## config.mk

```make
export PLATFORM = sky130hd
export DESIGN_NAME = mem_port_arbiter
export DESIGN_NICKNAME = d
export VERILOG_FILES = /design/src/rtl/mem_port_arbiter_pkg.sv /design/src/rtl/mem_port_watchdog.sv /design/src/rtl/mem_port_arbiter.sv
export SDC_FILE = /design/constraint.sdc
export NUM_CORES = 1
export LEC_CHECK = 0
export ABC_AREA = 1
export BUFFER_PORTS_ARGS = -buffer_cell sky130_fd_sc_hd__buf_2
export CORE_MARGIN = 5
export CORE_UTILIZATION = 45
export DETAILED_ROUTE_END_ITERATION = 12
export PLACE_DENSITY = 0.85
export SETUP_SLACK_MARGIN = 0.2
export SYNTH_ARGS = -nofsm -noshare
export SYNTH_HDL_FRONTEND = slang
export SYNTH_HIERARCHICAL = 1
export SYNTH_SLANG_ARGS = --single-unit
```

## constraint.sdc

```tcl
create_clock -name clk -period 4.8 [get_ports clk]
set_input_delay 0.48 -clock clk [delete_from_list [all_inputs] [get_ports clk]]
set_output_delay 0.48 -clock clk [all_outputs]
set_load 0.01 [all_outputs]
```

## src/rtl/mem_port_arbiter_pkg.sv

```systemverilog
// Shared types and constants for the instruction/data memory port arbiter.
package mem_port_arbiter_pkg;

  typedef enum logic [1:0] {
    IDLE = 2'b00,
    BUSY = 2'b01,
    RESP = 2'b10
  } state_e;

  typedef enum logic {
    OWN_IF = 1'b0,
    OWN_D  = 1'b1
  } owner_e;

  localparam int WD_W = 8;

  // Replicated to the data width to build the all-ones timeout read data.
  localparam logic TMO_FILL = 1'b1;

endpackage

```

## src/rtl/mem_port_watchdog.sv

```systemverilog
// BUSY-cycle watchdog: cleared on grant, counts cycles without mem_ack and
// flags expiry on the cycle whose increment would reach TMO.
module mem_port_watchdog
  import mem_port_arbiter_pkg::*;
#(
  parameter int TMO = 15
) (
  input  logic clk,
  input  logic rst_n,
  input  logic clr_i,
  input  logic en_i,
  output logic expired_o
);

  localparam logic [WD_W-1:0] TMO_LAST = WD_W'(TMO - 1);

  logic [WD_W-1:0] cnt_q, cnt_d;

  always_comb begin
    cnt_d = cnt_q;
    if (clr_i) begin
      cnt_d = '0;
    end else if (en_i) begin
      cnt_d = cnt_q + WD_W'(1);
    end
  end

  always_ff @(posedge clk or negedge rst_n) begin
    if (!rst_n) begin
      cnt_q <= '0;
    end else begin
      cnt_q <= cnt_d;
    end
  end

  assign expired_o = en_i && (cnt_q == TMO_LAST);

endmodule

```

## src/rtl/mem_port_arbiter.sv

```systemverilog
// Arbitrates the fetch and M-stage ports onto one single-port memory, with
// fixed data priority, a watchdog abort and combinational pipeline stalls.
module mem_port_arbiter
  import mem_port_arbiter_pkg::*;
#(
  parameter int DW  = 32,
  parameter int AW  = 32,
  parameter int TMO = 15
) (
  input  logic          clk,
  input  logic          rst_n,
  input  logic          if_req,
  input  logic [AW-1:0] if_addr,
  output logic [DW-1:0] if_rdata,
  output logic          if_ready,
  input  logic          d_req,
  input  logic          d_we,
  input  logic [AW-1:0] d_addr,
  input  logic [DW-1:0] d_wdata,
  output logic [DW-1:0] d_rdata,
  output logic          d_ready,
  output logic          mem_en,
  output logic          mem_we,
  output logic [AW-1:0] mem_addr,
  output logic [DW-1:0] mem_wdata,
  input  logic [DW-1:0] mem_rdata,
  input  logic          mem_ack,
  output logic          stall_if,
  output logic          stall_mem,
  output logic          err
);

  localparam logic [DW-1:0] TMO_RDATA = {DW{TMO_FILL}};

  state_e        state_q, state_d;
  owner_e        owner_q, owner_d;
  logic          mem_we_q, mem_we_d;
  logic [AW-1:0] mem_addr_q, mem_addr_d;
  logic [DW-1:0] mem_wdata_q, mem_wdata_d;
  logic [DW-1:0] if_rdata_q, if_rdata_d;
  logic [DW-1:0] d_rdata_q, d_rdata_d;
  logic          err_q, err_d;
  logic          wd_clr, wd_en, wd_expired;

  mem_port_watchdog #(
    .TMO (TMO)
  ) u_watchdog (
    .clk       (clk),
    .rst_n     (rst_n),
    .clr_i     (wd_clr),
    .en_i      (wd_en),
    .expired_o (wd_expired)
  );

  assign wd_en = (state_q == BUSY) && !mem_ack;

  always_comb begin
    state_d     = state_q;
    owner_d     = owner_q;
    mem_we_d    = mem_we_q;
    mem_addr_d  = mem_addr_q;
    mem_wdata_d = mem_wdata_q;
    if_rdata_d  = if_rdata_q;
    d_rdata_d   = d_rdata_q;
    err_d       = err_q;
    wd_clr      = 1'b0;
    unique case (state_q)
      IDLE: begin
        // Data wins a tie: it belongs to the older instruction.
        if (d_req) begin
          owner_d     = OWN_D;
          mem_we_d    = d_we;
          mem_addr_d  = d_addr;
          mem_wdata_d = d_wdata;
          state_d     = BUSY;
          wd_clr      = 1'b1;
        end else if (if_req) begin
          owner_d     = OWN_IF;
          mem_we_d    = 1'b0;
          mem_addr_d  = if_addr;
          mem_wdata_d = '0;
          state_d     = BUSY;
          wd_clr      = 1'b1;
        end
      end
      BUSY: begin
        // An ack on the expiry edge takes precedence over the abort.
        if (mem_ack) begin
          if (owner_q == OWN_D) d_rdata_d = mem_rdata;
          else                  if_rdata_d = mem_rdata;
          state_d = RESP;
        end else if (wd_expired) begin
          if (owner_q == OWN_D) d_rdata_d = TMO_RDATA;
          else                  if_rdata_d = TMO_RDATA;
          err_d   = 1'b1;
          state_d = RESP;
        end
      end
      RESP: begin
        state_d = IDLE;
      end
      default: begin
        state_d = IDLE;
      end
    endcase
  end

  always_ff @(posedge clk or negedge rst_n) begin
    if (!rst_n) begin
      state_q     <= IDLE;
      owner_q     <= OWN_IF;
      mem_we_q    <= 1'b0;
      mem_addr_q  <= '0;
      mem_wdata_q <= '0;
      if_rdata_q  <= '0;
      d_rdata_q   <= '0;
      err_q       <= 1'b0;
    end else begin
      state_q     <= state_d;
      owner_q     <= owner_d;
      mem_we_q    <= mem_we_d;
      mem_addr_q  <= mem_addr_d;
      mem_wdata_q <= mem_wdata_d;
      if_rdata_q  <= if_rdata_d;
      d_rdata_q   <= d_rdata_d;
      err_q       <= err_d;
    end
  end

  // Decoded from state so reset drops the strobe without waiting for a clock.
  assign mem_en    = (state_q == BUSY);
  assign mem_we    = mem_we_q;
  assign mem_addr  = mem_addr_q;
  assign mem_wdata = mem_wdata_q;
  assign if_ready  = (state_q == RESP) && (owner_q == OWN_IF);
  assign d_ready   = (state_q == RESP) && (owner_q == OWN_D);
  assign if_rdata  = if_rdata_q;
  assign d_rdata   = d_rdata_q;
  assign err       = err_q;
  assign stall_if  = if_req && !if_ready;
  assign stall_mem = d_req && !d_ready;

endmodule

```

After elaboration in Yosys (flattened, before gate mapping)
Index checks and enable logic that the tools add are counted.
- add/sub/neg operators: 1
- multipliers: 0
- divide/modulo/power cells: 0
- order comparisons: 0
- eq/ne operators: 5
- shift-type cells: 0
- mux-type cells: 25
- bitwise logic cells: 2
- reductions and logical operators: 18
- operators with widths (operator ; number):
    $mux 32 ; 12
    $mux 8 ; 2
    $reduce_and 3->1 ; 3
    $add 8x1->8 const B ; 1
    $eq 8x4->1 const B ; 1
    $mux 2 ; 4
    $logic_and 1x1->1 ; 6
    $mux 1 ; 6
    $reduce_bool 2->1 ; 3
    $pmux 2 s2 ; 1
    $reduce_and 2->1 ; 2
    $logic_not 1->1 ; 3
    $ne 3x1->1 const B ; 1
    $ne 3x3->1 const B ; 1
    $eq 2x1->1 const B ; 1
    $eq 2x2->1 const B ; 1
    $logic_not 2->1 ; 1
    $not 1->1 ; 2
- flip-flop bits (word level): 141
- latch bits: 0
- memory bits (writable): 0
- ROM bits: 0
- input bits: 134
- output and inout bits: 135
- logic and storage cells: 60
- memories kept: 0

Depth between registers and ports, before layout
Gate-level depths: netlist (run 1).
- depth after elaboration: 6
- gate-level depth with buffers: 11
- depth with buffers taken out: 10

Hierarchy
Netlist (run 1), hierarchy kept.
- modules (own cells, without submodules) (module ; times used ; cells an instance ; area each (µm²) ; sequential area each (µm²)):
    mem_port_arbiter ; 1 ; 759 ; 5935.7 ; 3328.2
    mem_port_watchdog ; 1 ; 65 ; 470.5 ; 200.2

Worst setup path after synthesis (run 1)
Ideal clock, no wire load.
- kind: input-to-reg
- from: input port mem_ack
- to: register d_rdata_q[10], in the netlist d_rdata[10]
- setup time: 117 ps
- data arrival time: 1995 ps
- required time: 4683 ps
- slack: 2688 ps
- stages: 10
- path buffers: 2
- path through: buf_2 -> nor2_1 -> nand4_1 -> nor4_1 -> inv_1 -> nand2_1 -> nand3_1 -> buf_2 -> nand2_1 -> nand2_1
- cells in the longest elaborated chain, start to end: 5
- elaborated cells between the ends (all ways): 6
- classes of those cells: 1 x mux; 5 x reduce/logical
- ends and longest elaborated chain (what ; line ; RTL):
    from (decl) ; mem_port_arbiter.sv:27 ; input logic mem_ack,
    $logic_not 1->1 ; mem_port_arbiter.sv:55 ; assign wd_en = (state_q == BUSY) && !mem_ack;
    $logic_and 1x1->1 ; mem_port_arbiter.sv:55 ;
    via wd_en ; mem_port_arbiter.sv:43 ; logic wd_clr, wd_en, wd_expired;
    $logic_and 1x1->1 ; mem_port_watchdog.sv:36 ; assign expired_o = en_i && (cnt_q == TMO_LAST);
    via wd_expired ; mem_port_arbiter.sv:43 ;
    $reduce_bool 2->1 (no source line) ; -- ;
    $reduce_and 3->1 (no source line) ; -- ;
    to (signal assigned) ; mem_port_arbiter.sv:125 ; d_rdata_q <= d_rdata_d;
    to (decl) ; mem_port_arbiter.sv:41 ; logic [DW-1:0] d_rdata_q, d_rdata_d;
The timed path passes the listed nets, and every way through them passes these cells.
A chain may end at the register's enable or synchronous reset.

Worst setup path after layout (run 1)
- from: register state_q[1]
- to: register if_rdata_q[17], in the netlist if_rdata[17]
- cells in the longest elaborated chain, start to end: 5
- ends and longest elaborated chain (what ; line ; RTL):
    from (decl) ; mem_port_arbiter.sv:35 ; state_e state_q, state_d;
    from (signal assigned) ; mem_port_arbiter.sv:119 ; state_q <= state_d;
    $eq 2x1->1 ; mem_port_arbiter.sv:55 ;
    $logic_and 1x1->1 ; mem_port_arbiter.sv:55 ;
    via wd_en ; mem_port_arbiter.sv:43 ;
    $logic_and 1x1->1 ; mem_port_watchdog.sv:36 ;
    via wd_expired ; mem_port_arbiter.sv:43 ;
    $reduce_bool 2->1 (no source line) ; -- ;
    $reduce_and 3->1 (no source line) ; -- ;
    to (signal assigned) ; mem_port_arbiter.sv:124 ; if_rdata_q <= if_rdata_d;
    to (decl) ; mem_port_arbiter.sv:40 ; logic [DW-1:0] if_rdata_q, if_rdata_d;
The timed path passes the listed nets, and every way through them passes these cells.

==> results of run 1 <==
[registers in the layout, indices dropped and copies added, names as in the netlist]
| signal | flops |
|---|---|
| u_watchdog/cnt_q | 8 |
| err | 1 |
| mem_addr | 32 |
| owner_q | 1 |
| state_q | 2 |
| if_rdata | 32 |
| mem_we | 1 |
| mem_wdata | 32 |
| d_rdata | 32 |
[worst max-delay path, cell delays in order (launching register included)]
cell     delay [ns]
dfrtp_1        0.44
inv_1          0.07
nand2_1        0.09
nor2_1         0.42
nand4_1        0.15
nor4_1         0.34
nor2_1         0.13
nor2_4         0.55
buf_4          0.36
nand3_1        0.10
nand2_1        0.10
[routing by layer]
layer,up-vias,part of all wire
met3,40,0.11
met4,4,0.025
met1,2740,0.39
met2,325,0.47
li1,3028,-
met5,-,0.0013
[per-stage QoR]
stage               std cells  power [W]  hold WS (ns)
floorplan                 824    0.00323         0.184
global placement         1232    0.00403         0.447
detailed placement       1232    0.00411         0.454
CTS                      1264    0.00541         0.231
global route             1266    0.00577         0.267
finish                   1266    0.00535         0.198
[logic make-up (layout without fill, tap and decap cells)]
family | Yosys count | after routing | share of synthesized area
flip-flops | 141 | 141 | 0.551
other | 0 | 2 | 0
adder cells (fa/ha/maj) | 2 | 2 | 0.00391
AO/OA/AOI/OAI | 39 | 39 | 0.0311
AND/OR/NAND/NOR | 509 | 509 | 0.325
buffers and inverters | 133 | 393 | 0.0891
[worst min path at each step]
stage	end	slack [ns]	startpoint
2_1_floorplan	d_rdata[0]	0.18	rst_n
3_3_place_gp	err	0.45	err
3_5_place_dp	mem_wdata[4]	0.45	mem_wdata[4]
4_1_cts	if_rdata[6]	0.23	rst_n
5_1_grt	d_rdata[3]	0.27	rst_n
6_report	d_rdata[3]	0.20	rst_n
[power breakdown]
| group | internal (W) | total, W | switching, W |
|---|---|---|---|
| registers | 0.00173 | 0.00203 | 0.000302 |
| logic | 0.000732 | 0.00204 | 0.00131 |
| clock network | 0.000791 | 0.00128 | 0.000491 |
| total | 0.00325 | 0.00535 | 0.00210 |
[final cells by class]
type	instances	share of cell area
clock buffer	22	0.0553
tap	180	0.0269
antenna	2	0.000597
sequential	141	0.421
clock inverter	10	0.0137
inverter	85	0.0380
multi-input combinational	550	0.277
timing repair buffer	276	0.168
[layout by cell type, fill, tap and decap left out, types with 4 or more instances in the layout]
cell type  Yosys  layout
buf_2         18     267
buf_4          7       8
clkbuf_16      0      17
dfrtp_1      141     141
inv_1         82      82
nand2_1      381     381
nand3_1      101     101
nand4_1        4       4
nor2_1        15      14
o21ai_0       35      35
==> Implementation_results.wiki, run 1 <==
{| class="wikitable"
! Metric !! Value
|-
| Average cell area after synthesis || 7.77 um2
|-
| Synthesized netlist net count || 960
|-
| Footprint of the multi-input gates || around 2300 um2
|-
| RSZ-0062 raised after global routing || false
|-
| Critical Path Start Type || flip-flop
|-
| Most common cell in the netlist || nand2_1
|-
| Total number of vias || 6137
|-
| GRT Overall Usage || 0.220
|-
| Setup slack on the worst flop-to-flop path || 1.97 ns
|-
| Area share of the leading cell type in the synthesized netlist || 0.551
|-
| Run status || completed
|-
| Kind of end point of the critical path || flip-flop
|-
| Maximum fanout count along the critical path || 30
|-
| Placement-stage worst setup slack || approximately 1.7 ns
|-
| GR met3 Demand/Resource || 0.0779
|-
| Vertical extent of the die || ~130 um
|-
| Most congested layer reported by global routing || met2
|-
| Num CTS Buffers || 17
|-
| Post-route setup slack || between 1.5 and 2 ns
|-
| Most used flip-flop cell after synthesis || dfrtp_1
|-
| Placement Cell Area || 7800 um2
|-
| Gate Count Post-Synth || 824
|-
| CP Data Arrival Time || 3.17 ns
|-
| Worst setup path end || if_rdata[17]
|-
| Die footprint || 16700 um2
|-
| Part of the cycle the worst path needs || 0.589
|-
| Leakage || 5.03 nW
|-
| Leading cell types by total area after synthesis || dfrtp_1 (55%), nand2_1 (22%), nand3_1 (7.9%), inv_1 (4.8%), o21ai_0 (2.7%)
|-
| Global-route wire length before repair || 29.0 mm
|-
| Data required time at the worst endpoint || 5.14 ns
|-
| Total Neg Setup Slack || 0 ns
|-
| Final hold violations || 0
|-
| Clock tree sinks || 141
|-
| DRT Pass-1 Iters || 5
|-
| Power Density || 638 nW/um2
|-
| Leading area contributor after synthesis || dfrtp_1
|-
| Part of the Yosys area used for sequential elements || 0.551
|-
| CTS hold repair buffers || 0
|-
| Maximum level of the CTS H-tree || 4
|-
| Met2 Usage GRT || 0.356
|-
| Cell at the root of the clock tree || clkbuf_16
|-
| Maximum capacitance violations || 0
|-
| Sequential cell area || 3530 um2
|-
| Post-DP HPWL || roughly 13 mm
|-
| Post-synth ARST share || 1.00
|-
| Hold Path Class || primary input to asynchronous set/reset pin
|-
| First DRT Iteration DRCs || between 300 and 400
|-
| Mean number of vias per cell || 4.85
|-
| Final number of setup-violating endpoints || 0
|-
| Synth warnings || 6
|-
| Antenna-violating nets left || 0
|-
| Starting Density || 0.460
|-
| Layout overhead on the synthesized area || 30.9%
|-
| Initial antenna violation count || 4
|-
| Pin count of the biggest net entering global routing || 110
|-
| Clock period minus worst slack || 2.83 ns
|-
| Final instance area || ~8400 um2
|-
| Clock Tree Buf Depth || 2
|-
| Number of global-route vias before repair || 5983
|-
| Final Slew Violations || 0
|-
| Post-synthesis instance area || 6410 um2
|-
| Startpoint of the worst setup timing path || state_q[1]
|-
| Count of state elements after synthesis || 141
|-
| R2R depth || 10
|-
| # resized after CTS || 0
|-
| Worst slew margin relative to its limit || 0.356
|-
| Quantity of I/O buffers inserted on ports || 268
|-
| Capture instance of the worst register-to-register path || if_rdata[17]
|-
| Synth unique cells || 22
|-
| Highest clock frequency the design can meet || 354 MHz
|-
| Setup skew after layout || 0.00732 ns
|-
| Drc violations || 0
|-
| Core area || 13900 um2
|-
| Worst R2R Start || state_q[1]
|-
| Num rows || 43
|-
| Least-Margin Pin Slew || 0.966 ns
|-
| Drt wl/cell || 14.4 um
|-
| Final core occ || 0.602
|-
| Clock tree from TritonCTS || yes
|-
| GRT Residual Overflow || 0
|-
| EDFF count, synth || 0
|-
| Io pins || 269
|-
| Number of buffers added for setup after CTS || 0
|-
| Clock edge transition at the registers on the reported setup and hold paths || ~0.06 ns
|-
| Critical path start-end classification || flip-flop to flip-flop
|-
| Leading post-synthesis cells by instance count || nand2_1 (381), dfrtp_1 (141), nand3_1 (101)
|-
| Share of layout cells above drive strength 1 || 0.291
|-
| Net count of the finished layout || 1207
|-
| Worst voltage drop across the vdd grid || 0.000275 V
|-
| DRT Wirelength || 18.2 mm
|-
| Final weighted congestion in routability-driven placement || 0.888
|-
| GR Util met1 || 0.268
|-
| Clk_lat worst skew || 0.41 ns
|-
| Die W || approximately 130 um
|-
| Number of inserted filler cells in the final layout || 1229
|}
No activity file was read; power rests on OpenSTA's default activity.
==> inputs of run 2 (changes only) <==
--- a/config.mk
+++ b/config.mk
@@ -8,9 +8,9 @@
 export ABC_AREA = 1
 export BUFFER_PORTS_ARGS = -buffer_cell sky130_fd_sc_hd__buf_2
 export CORE_MARGIN = 5
-export CORE_UTILIZATION = 45
+export CORE_UTILIZATION = 44
 export DETAILED_ROUTE_END_ITERATION = 12
-export PLACE_DENSITY = 0.85
+export PLACE_DENSITY = 0.86
 export SETUP_SLACK_MARGIN = 0.2
 export SYNTH_ARGS = -nofsm -noshare
 export SYNTH_HDL_FRONTEND = slang
==> constraint.sdc (replaced) <==
create_clock -name clk -period 2.57 [get_ports clk]
set_input_delay 0.257 -clock clk [delete_from_list [all_inputs] [get_ports clk]]
set_output_delay 0.257 -clock clk [all_outputs]
set_load 0.01 [all_outputs]
==> Implementation_results.wiki, run 2 (synthesized netlist as in run 1, its figures left out) <==
{| class="wikitable"
! Metric !! Value
|-
| Run status || completed
|-
| Post-DP HPWL || 13.2 mm (+1.7%)
|-
| Least-Margin Pin Slew || 0.673 ns (-0.293 ns)
|-
| Clock tree from TritonCTS || yes
|-
| Clock tree sinks || 141 (unchanged)
|-
| Capture instance of the worst register-to-register path || if_rdata[4]
|-
| Final weighted congestion in routability-driven placement || 0.852 (-4.0%)
|-
| Critical path start-end classification || flip-flop to flip-flop
|-
| Leakage || 5.11 nW (+1.5%)
|-
| DRT Wirelength || 18.5 mm (+1.4%)
|-
| Number of inserted filler cells in the final layout || 1251 (+1.8%)
|-
| Setup slack on the worst flop-to-flop path || 0.37 ns (-1.61 ns)
|-
| Final hold violations || 0 (unchanged)
|-
| Sequential share of power || 0.367 (-0.012)
|-
| Layout overhead on the synthesized area || 33.4%
|-
| Cell at the root of the clock tree || clkbuf_16
|-
| GRT Residual Overflow || 0 (unchanged)
|-
| Hold Path Class || primary input to flip-flop
|-
| Mean number of vias per cell || 4.91 (+1.2%)
|-
| Kind of end point of the critical path || flip-flop
|-
| Pin count of the biggest net entering global routing || 100 (-9.1%)
|-
| Core area || 14400 um2 (+3.5%)
|-
| Total Neg Setup Slack || 0 ns (unchanged)
|-
| Drc violations || 0 (unchanged)
|-
| Data required time at the worst endpoint || 2.87 ns (-2.27 ns)
|-
| Post-route setup slack || 0.367 ns (-1.61 ns)
|-
| Die footprint || 17100 um2 (+2.1%)
|-
| Setup skew after layout || 0.00418 ns (-0.00315 ns)
|-
| RSZ-0062 raised after global routing || false
|-
| Total number of vias || 6269 (+2.2%)
|-
| Die W || 131 um (+1.0%)
|-
| Sw Ratio || 0.391 (-0.00196)
|-
| Final number of setup-violating endpoints || 0 (unchanged)
|-
| Quantity of I/O buffers inserted on ports || 268 (unchanged)
|-
| Gate power share || 0.378 (-0.004)
|-
| Num rows || 44 (+2.3%)
|-
| Highest clock frequency the design can meet || 454 MHz (+28%)
|-
| Most common cell after layout, fill and taps aside || nand2_1
|-
| Antenna-violating nets left || 0 (unchanged)
|-
| Net switching component of the power || 0.00404 W (+92%)
|-
| Starting Density || 0.444 (-0.0156)
|-
| Drt wl/cell || 14.4 um (+0.44%)
|-
| Internal power contribution || 0.00629 W (+93%)
|-
| Global-route wire length before repair || 28.2 mm (-2.5%)
|-
| Number of global-route vias before repair || 5781 (-3.4%)
|-
| Top library cells by usage in the layout, fill and taps aside || nand2_1 (381), buf_2 (267), dfrtp_1 (141)
|-
| Footprint of the multi-input gates || 2330 um2 (+0.27%)
|-
| Power Density || 1210 nW/um2 (+89%)
|-
| GRT Overall Usage || 0.212 (-0.00719)
|-
| Worst R2R Start || state_q[1]
|-
| Clock edge transition at the registers on the reported setup and hold paths || 0.06 ns (about the same)
|-
| Maximum level of the CTS H-tree || 4 (unchanged)
|-
| Sequential cell area || 3530 um2 (unchanged)
|-
| Maximum fanout count along the critical path || 19 (-37%)
|-
| First DRT Iteration DRCs || 288 (-23%)
|-
| Worst setup path end || if_rdata[4]
|-
| Clock period minus worst slack || 2.20 ns (-0.622 ns)
|-
| Number of buffers added for setup after CTS || 0 (unchanged)
|-
| Startpoint of the worst setup timing path || state_q[1]
|-
| Startpoint of the lowest-slack hold path || d_wdata[9]
|-
| Clock Tree Buf Depth || 2 (unchanged)
|-
| R2R depth || 11 (+1)
|-
| Io pins || 269 (unchanged)
|-
| Share of layout cells above drive strength 1 || 0.298 (+0.00767)
|-
| Clk pwr share || 0.255 (+0.016)
|-
| Final Slew Violations || 0 (unchanged)
|-
| Placement-stage worst setup slack || 0.348 ns (-1.35 ns)
|-
| Part of the cycle the worst path needs || 0.857 (+0.269)
|-
| Worst slew margin relative to its limit || 0.552 (+0.196)
|-
| Initial antenna violation count || 2 (-2)
|-
| Worst voltage drop across the vdd grid || 0.000762 V (+180%)
|-
| Num CTS Buffers || 17 (unchanged)
|-
| Vertical extent of the die || 131 um (+1.0%)
|-
| Net count of the finished layout || 1216 (+0.75%)
|-
| Critical Path Start Type || flip-flop
|-
| Maximum capacitance violations || 0 (unchanged)
|-
| CP Data Arrival Time || 2.50 ns (-0.67 ns)
|-
| Clk_lat worst skew || 0.41 ns (about the same)
|-
| DRT Pass-1 Iters || 5 (unchanged)
|}
-- run 2: worst min-delay path by stage --
stage | endpoint | slack [ns] | cells past startpoint
after global placement | d_rdata[10] | 0.31 | 1
after CTS | mem_wdata[25] | 0.06 | 3
after detailed placement | d_rdata[6] | 0.31 | 1
after floorplan | d_rdata[0] | -0.04 | 0
after global routing | mem_wdata[15] | 0.06 | 3
final | mem_wdata[9] | 0.07 | 3
-- run 2: final cells by class --
| class | instances | area share |
|---|---|---|
| Clock inverter | 14 | 0.0242 |
| Clock buffer | 18 | 0.0502 |
| Tap cell | 184 | 0.0269 |
| Sequential cell | 141 | 0.413 |
| Multi-Input combinational cell | 550 | 0.272 |
| Antenna cell | 1 | 0.000293 |
| Inverter | 85 | 0.0373 |
| Timing Repair Buffer | 285 | 0.176 |
-- run 2: power groups by stage --
stage	registers, W	logic (W)	clock network, W
global route	0.00389	0.00438	0.00279
detailed placement	0.00379	0.00394	0
floorplan	0.00422	0.00181	0
global placement	0.00378	0.00383	0
CTS	0.00378	0.00396	0.00269
finish	0.00379	0.00390	0.00263
-- run 2: per-layer routing --
metal	part of all wire	vias up	routed length, um	GRT usage
met4	0.030	4	551	0.0920
met3	0.12	39	2150	0.0785
met5	0.0015	-	27	0
li1	-	3045	-	-
met1	0.39	2860	7170	0.267
met2	0.46	321	8560	0.331
-- run 2: critical path, stage by stage (launching register included) --
cell and delay [ns]:
dfrtp_1 0.43, inv_1 0.08, nand2_1 0.10, nor2_1 0.17
nand4_1 0.13, nor4_2 0.26, inv_1 0.11, nand2_1 0.12
nand3_2 0.29, buf_12 0.28, nand2_1 0.07, nand2_1 0.05
-- run 2: per-stage QoR --
stage	std cells	total power, W	util	hold WS, ns	cell area [um2]
2_1_floorplan	824	0.00603	-	-0.0386	6410
3_3_place_gp	1244	0.00761	0.547	0.308	7890
3_5_place_dp	1244	0.00773	0.547	0.311	7890
4_1_cts	1277	0.0104	0.592	0.0576	8540
5_1_grt	1277	0.0111	0.592	0.0592	8540
6_report	1278	0.0103	0.593	0.0744	8550
-- run 2: what timing repair did --
action                     in CTS  in global routing
hold buffers                    1                  0
setup endpoints to repair       0                 19
hold endpoints to repair       70                  0
gates resized for setup         0                  1
==> inputs of run 3 (changes only) <==
--- a/config.mk
+++ b/config.mk
@@ -11,6 +11,7 @@
 export CORE_UTILIZATION = 44
 export DETAILED_ROUTE_END_ITERATION = 12
 export PLACE_DENSITY = 0.86
+export REMOVE_ABC_BUFFERS = 1
 export SETUP_SLACK_MARGIN = 0.2
 export SYNTH_ARGS = -nofsm -noshare
 export SYNTH_HDL_FRONTEND = slang
==> Implementation_results.wiki, run 3 (synthesized netlist as in run 1, its figures left out) <==
{| class="wikitable"
! Metric !! Value
|-
| Part of the cycle the worst path needs || 0.842 (-0.0151)
|-
| Share of layout cells above drive strength 1 || 0.294 (-0.00387)
|-
| Sequential cell area || 3530 um2 (unchanged)
|-
| Quantity of I/O buffers inserted on ports || 268 (unchanged)
|-
| Power Density || 1200 nW/um2 (-0.43%)
|-
| Critical path start-end classification || flip-flop to flip-flop
|-
| Final number of setup-violating endpoints || 0 (unchanged)
|-
| Die footprint || 17100 um2 (unchanged)
|-
| Total Neg Setup Slack || 0 ns (unchanged)
|-
| Starting Density || 0.444 (unchanged)
|-
| Clock edge transition at the registers on the reported setup and hold paths || 0.06 ns (about the same)
|-
| Worst slew margin relative to its limit || 0.527 (-0.0244)
|-
| Maximum capacitance violations || 0 (unchanged)
|-
| Maximum level of the CTS H-tree || 4 (unchanged)
|-
| Global-route wire length before repair || 28.9 mm (+2.5%)
|-
| Antenna-violating nets left || 0 (unchanged)
|-
| Data required time at the worst endpoint || 2.91 ns (+0.04 ns)
|-
| Maximum fanout count along the critical path || 65 (+46)
|-
| Num CTS Buffers || 17 (unchanged)
|-
| Setup skew after layout || 0.00803 ns (+0.00385 ns)
|-
| Net count of the finished layout || 1213 (-0.25%)
|-
| Number of inserted filler cells in the final layout || 1278 (+2.2%)
|-
| Final Slew Violations || 0 (unchanged)
|-
| Vertical extent of the die || 131 um (unchanged)
|-
| Most common cell after layout, fill and taps aside || nand2_1
|-
| Top library cells by usage in the layout, fill and taps aside || nand2_1 (381), buf_2 (267), dfrtp_1 (141)
|-
| GRT Residual Overflow || 0 (unchanged)
|-
| Worst voltage drop across the vdd grid || 0.000567 V (-26%)
|-
| Final worst hold slack || 0.0822 ns (+0.00779 ns)
|-
| Clock tree from TritonCTS || yes
|-
| Clock Tree Buf Depth || 2 (unchanged)
|-
| DRT Pass-1 Iters || 5 (unchanged)
|-
| First DRT Iteration DRCs || 347 (+20%)
|-
| Cell at the root of the clock tree || clkbuf_16
|-
| Kind of end point of the critical path || flip-flop
|-
| Final weighted congestion in routability-driven placement || 0.849 (-0.46%)
|-
| Total number of vias || 6208 (-0.97%)
|-
| Clk_lat worst skew || 0.41 ns (about the same)
|-
| Layout overhead on the synthesized area || 32.7%
|-
| Number of global-route vias before repair || 5970 (+3.3%)
|-
| Initial antenna violation count || 1 (-1)
|-
| Die W || 131 um (unchanged)
|-
| Drt wl/cell || 14.4 um (about the same)
|-
| CP Data Arrival Time || 2.50 ns (about the same)
|-
| Run status || completed
|-
| DRT Wirelength || 18.4 mm (-0.49%)
|-
| Post-DP HPWL || 13.3 mm (+0.95%)
|-
| Setup slack on the worst flop-to-flop path || 0.41 ns (+0.04 ns)
|-
| Io pins || 269 (unchanged)
|-
| Leakage || 5.09 nW (-0.30%)
|-
| Num rows || 44 (unchanged)
|-
| Least-Margin Pin Slew || 0.709 ns (+0.0366 ns)
|-
| Antenna cells || 0 (-1)
|-
| Clock period minus worst slack || 2.16 ns (-0.0387 ns)
|-
| RSZ-0062 raised after global routing || false
|-
| Hold Path Class || primary input to flip-flop
|-
| Drc violations || 0 (unchanged)
|-
| Critical Path Start Type || flip-flop
|-
| Mean number of vias per cell || 4.88 (-0.43%)
|-
| Core area || 14400 um2 (unchanged)
|-
| Final hold violations || 0 (unchanged)
|-
| Number of buffers added for setup after CTS || 0 (unchanged)
|-
| GRT Overall Usage || 0.214 (+0.00193)
|-
| Footprint of the multi-input gates || 2320 um2 (-0.27%)
|-
| Pin count of the biggest net entering global routing || 100 (unchanged)
|-
| Highest clock frequency the design can meet || 462 MHz (+1.8%)
|-
| Clock tree sinks || 141 (unchanged)
|}
## run 3: cell types whose count changed in the layout (fill, tap and decap cells not counted), sizes merged
cell | previous run | this run
clkinvlp | 3 | 1
clkinv | 2 | 6
buf | 284 | 281
diode | 1 | 0
inv | 90 | 85
## run 3: area by class of cell
cell class	instances	share of cell area
multi-input combinational	550	0.273
sequential	141	0.415
clock buffer	18	0.0517
timing repair buffer	282	0.176
tap	184	0.0271
clock inverter	11	0.0199
inverter	85	0.0375
## run 3: final timing paths
kind,end,startpoint,depth (start not counted)
min,mem_wdata[28],d_wdata[28],3
max in group asynchronous,mem_wdata[1],rst_n,3
min reg2reg,if_rdata[13],if_rdata[13],2
min in group asynchronous,if_rdata[17],rst_n,2
max,if_rdata[25],state_q[1],10
max reg2reg,if_rdata[25],state_q[1],10
## run 3: where the power goes
part | total, W | leakage, nW | internal, W | switching [W]
clock network | 0.00253 | 0.298 | 0.00163 | 0.000894
logic | 0.00388 | 3.05 | 0.00141 | 0.00247
registers | 0.00382 | 1.75 | 0.00323 | 0.000593
total | 0.0102 | 5.09 | 0.00626 | 0.00396
## run 3: timing repair
action,CTS,global route
endpoints found under the hold margin,43,0
resized for setup,0,0
hold buffers,1,0
setup endpoints to repair,0,0
## run 3: per-layer routing
| layer | vias to the layer above | share of wire | global-route usage |
|---|---|---|---|
| met3 | 30 | 0.11 | 0.0683 |
| li1 | 3039 | - | - |
| met1 | 2813 | 0.40 | 0.265 |
| met4 | 2 | 0.023 | 0.0823 |
| met5 | - | 0.0011 | 0 |
| met2 | 324 | 0.47 | 0.352 |
## run 3: through the flow
stage | total power [W] | setup slack (ns) | instance area (um2) | instances | util
global placement | 0.00760 | 0.630 | 7880 | 1241 | 0.546
detailed placement | 0.00776 | 0.469 | 7880 | 1241 | 0.546
floorplan | 0.00582 | -1.06 | 6150 | 776 | -
finish | 0.0102 | 0.405 | 8500 | 1271 | 0.589
global route | 0.0110 | 0.252 | 8500 | 1271 | 0.589
CTS | 0.0103 | 0.404 | 8500 | 1271 | 0.589
## run 3: worst max-delay path, cell delays in order, from the launching register on
cell and delay, ns:
dfrtp_1 0.44, inv_1 0.08, nand2_1 0.09, nor2_1 0.15
nand4_1 0.10, nor4_1 0.37, nor2_1 0.14, nor2_4 0.16
buf_12 0.26, nand3_1 0.15, nand2_1 0.11
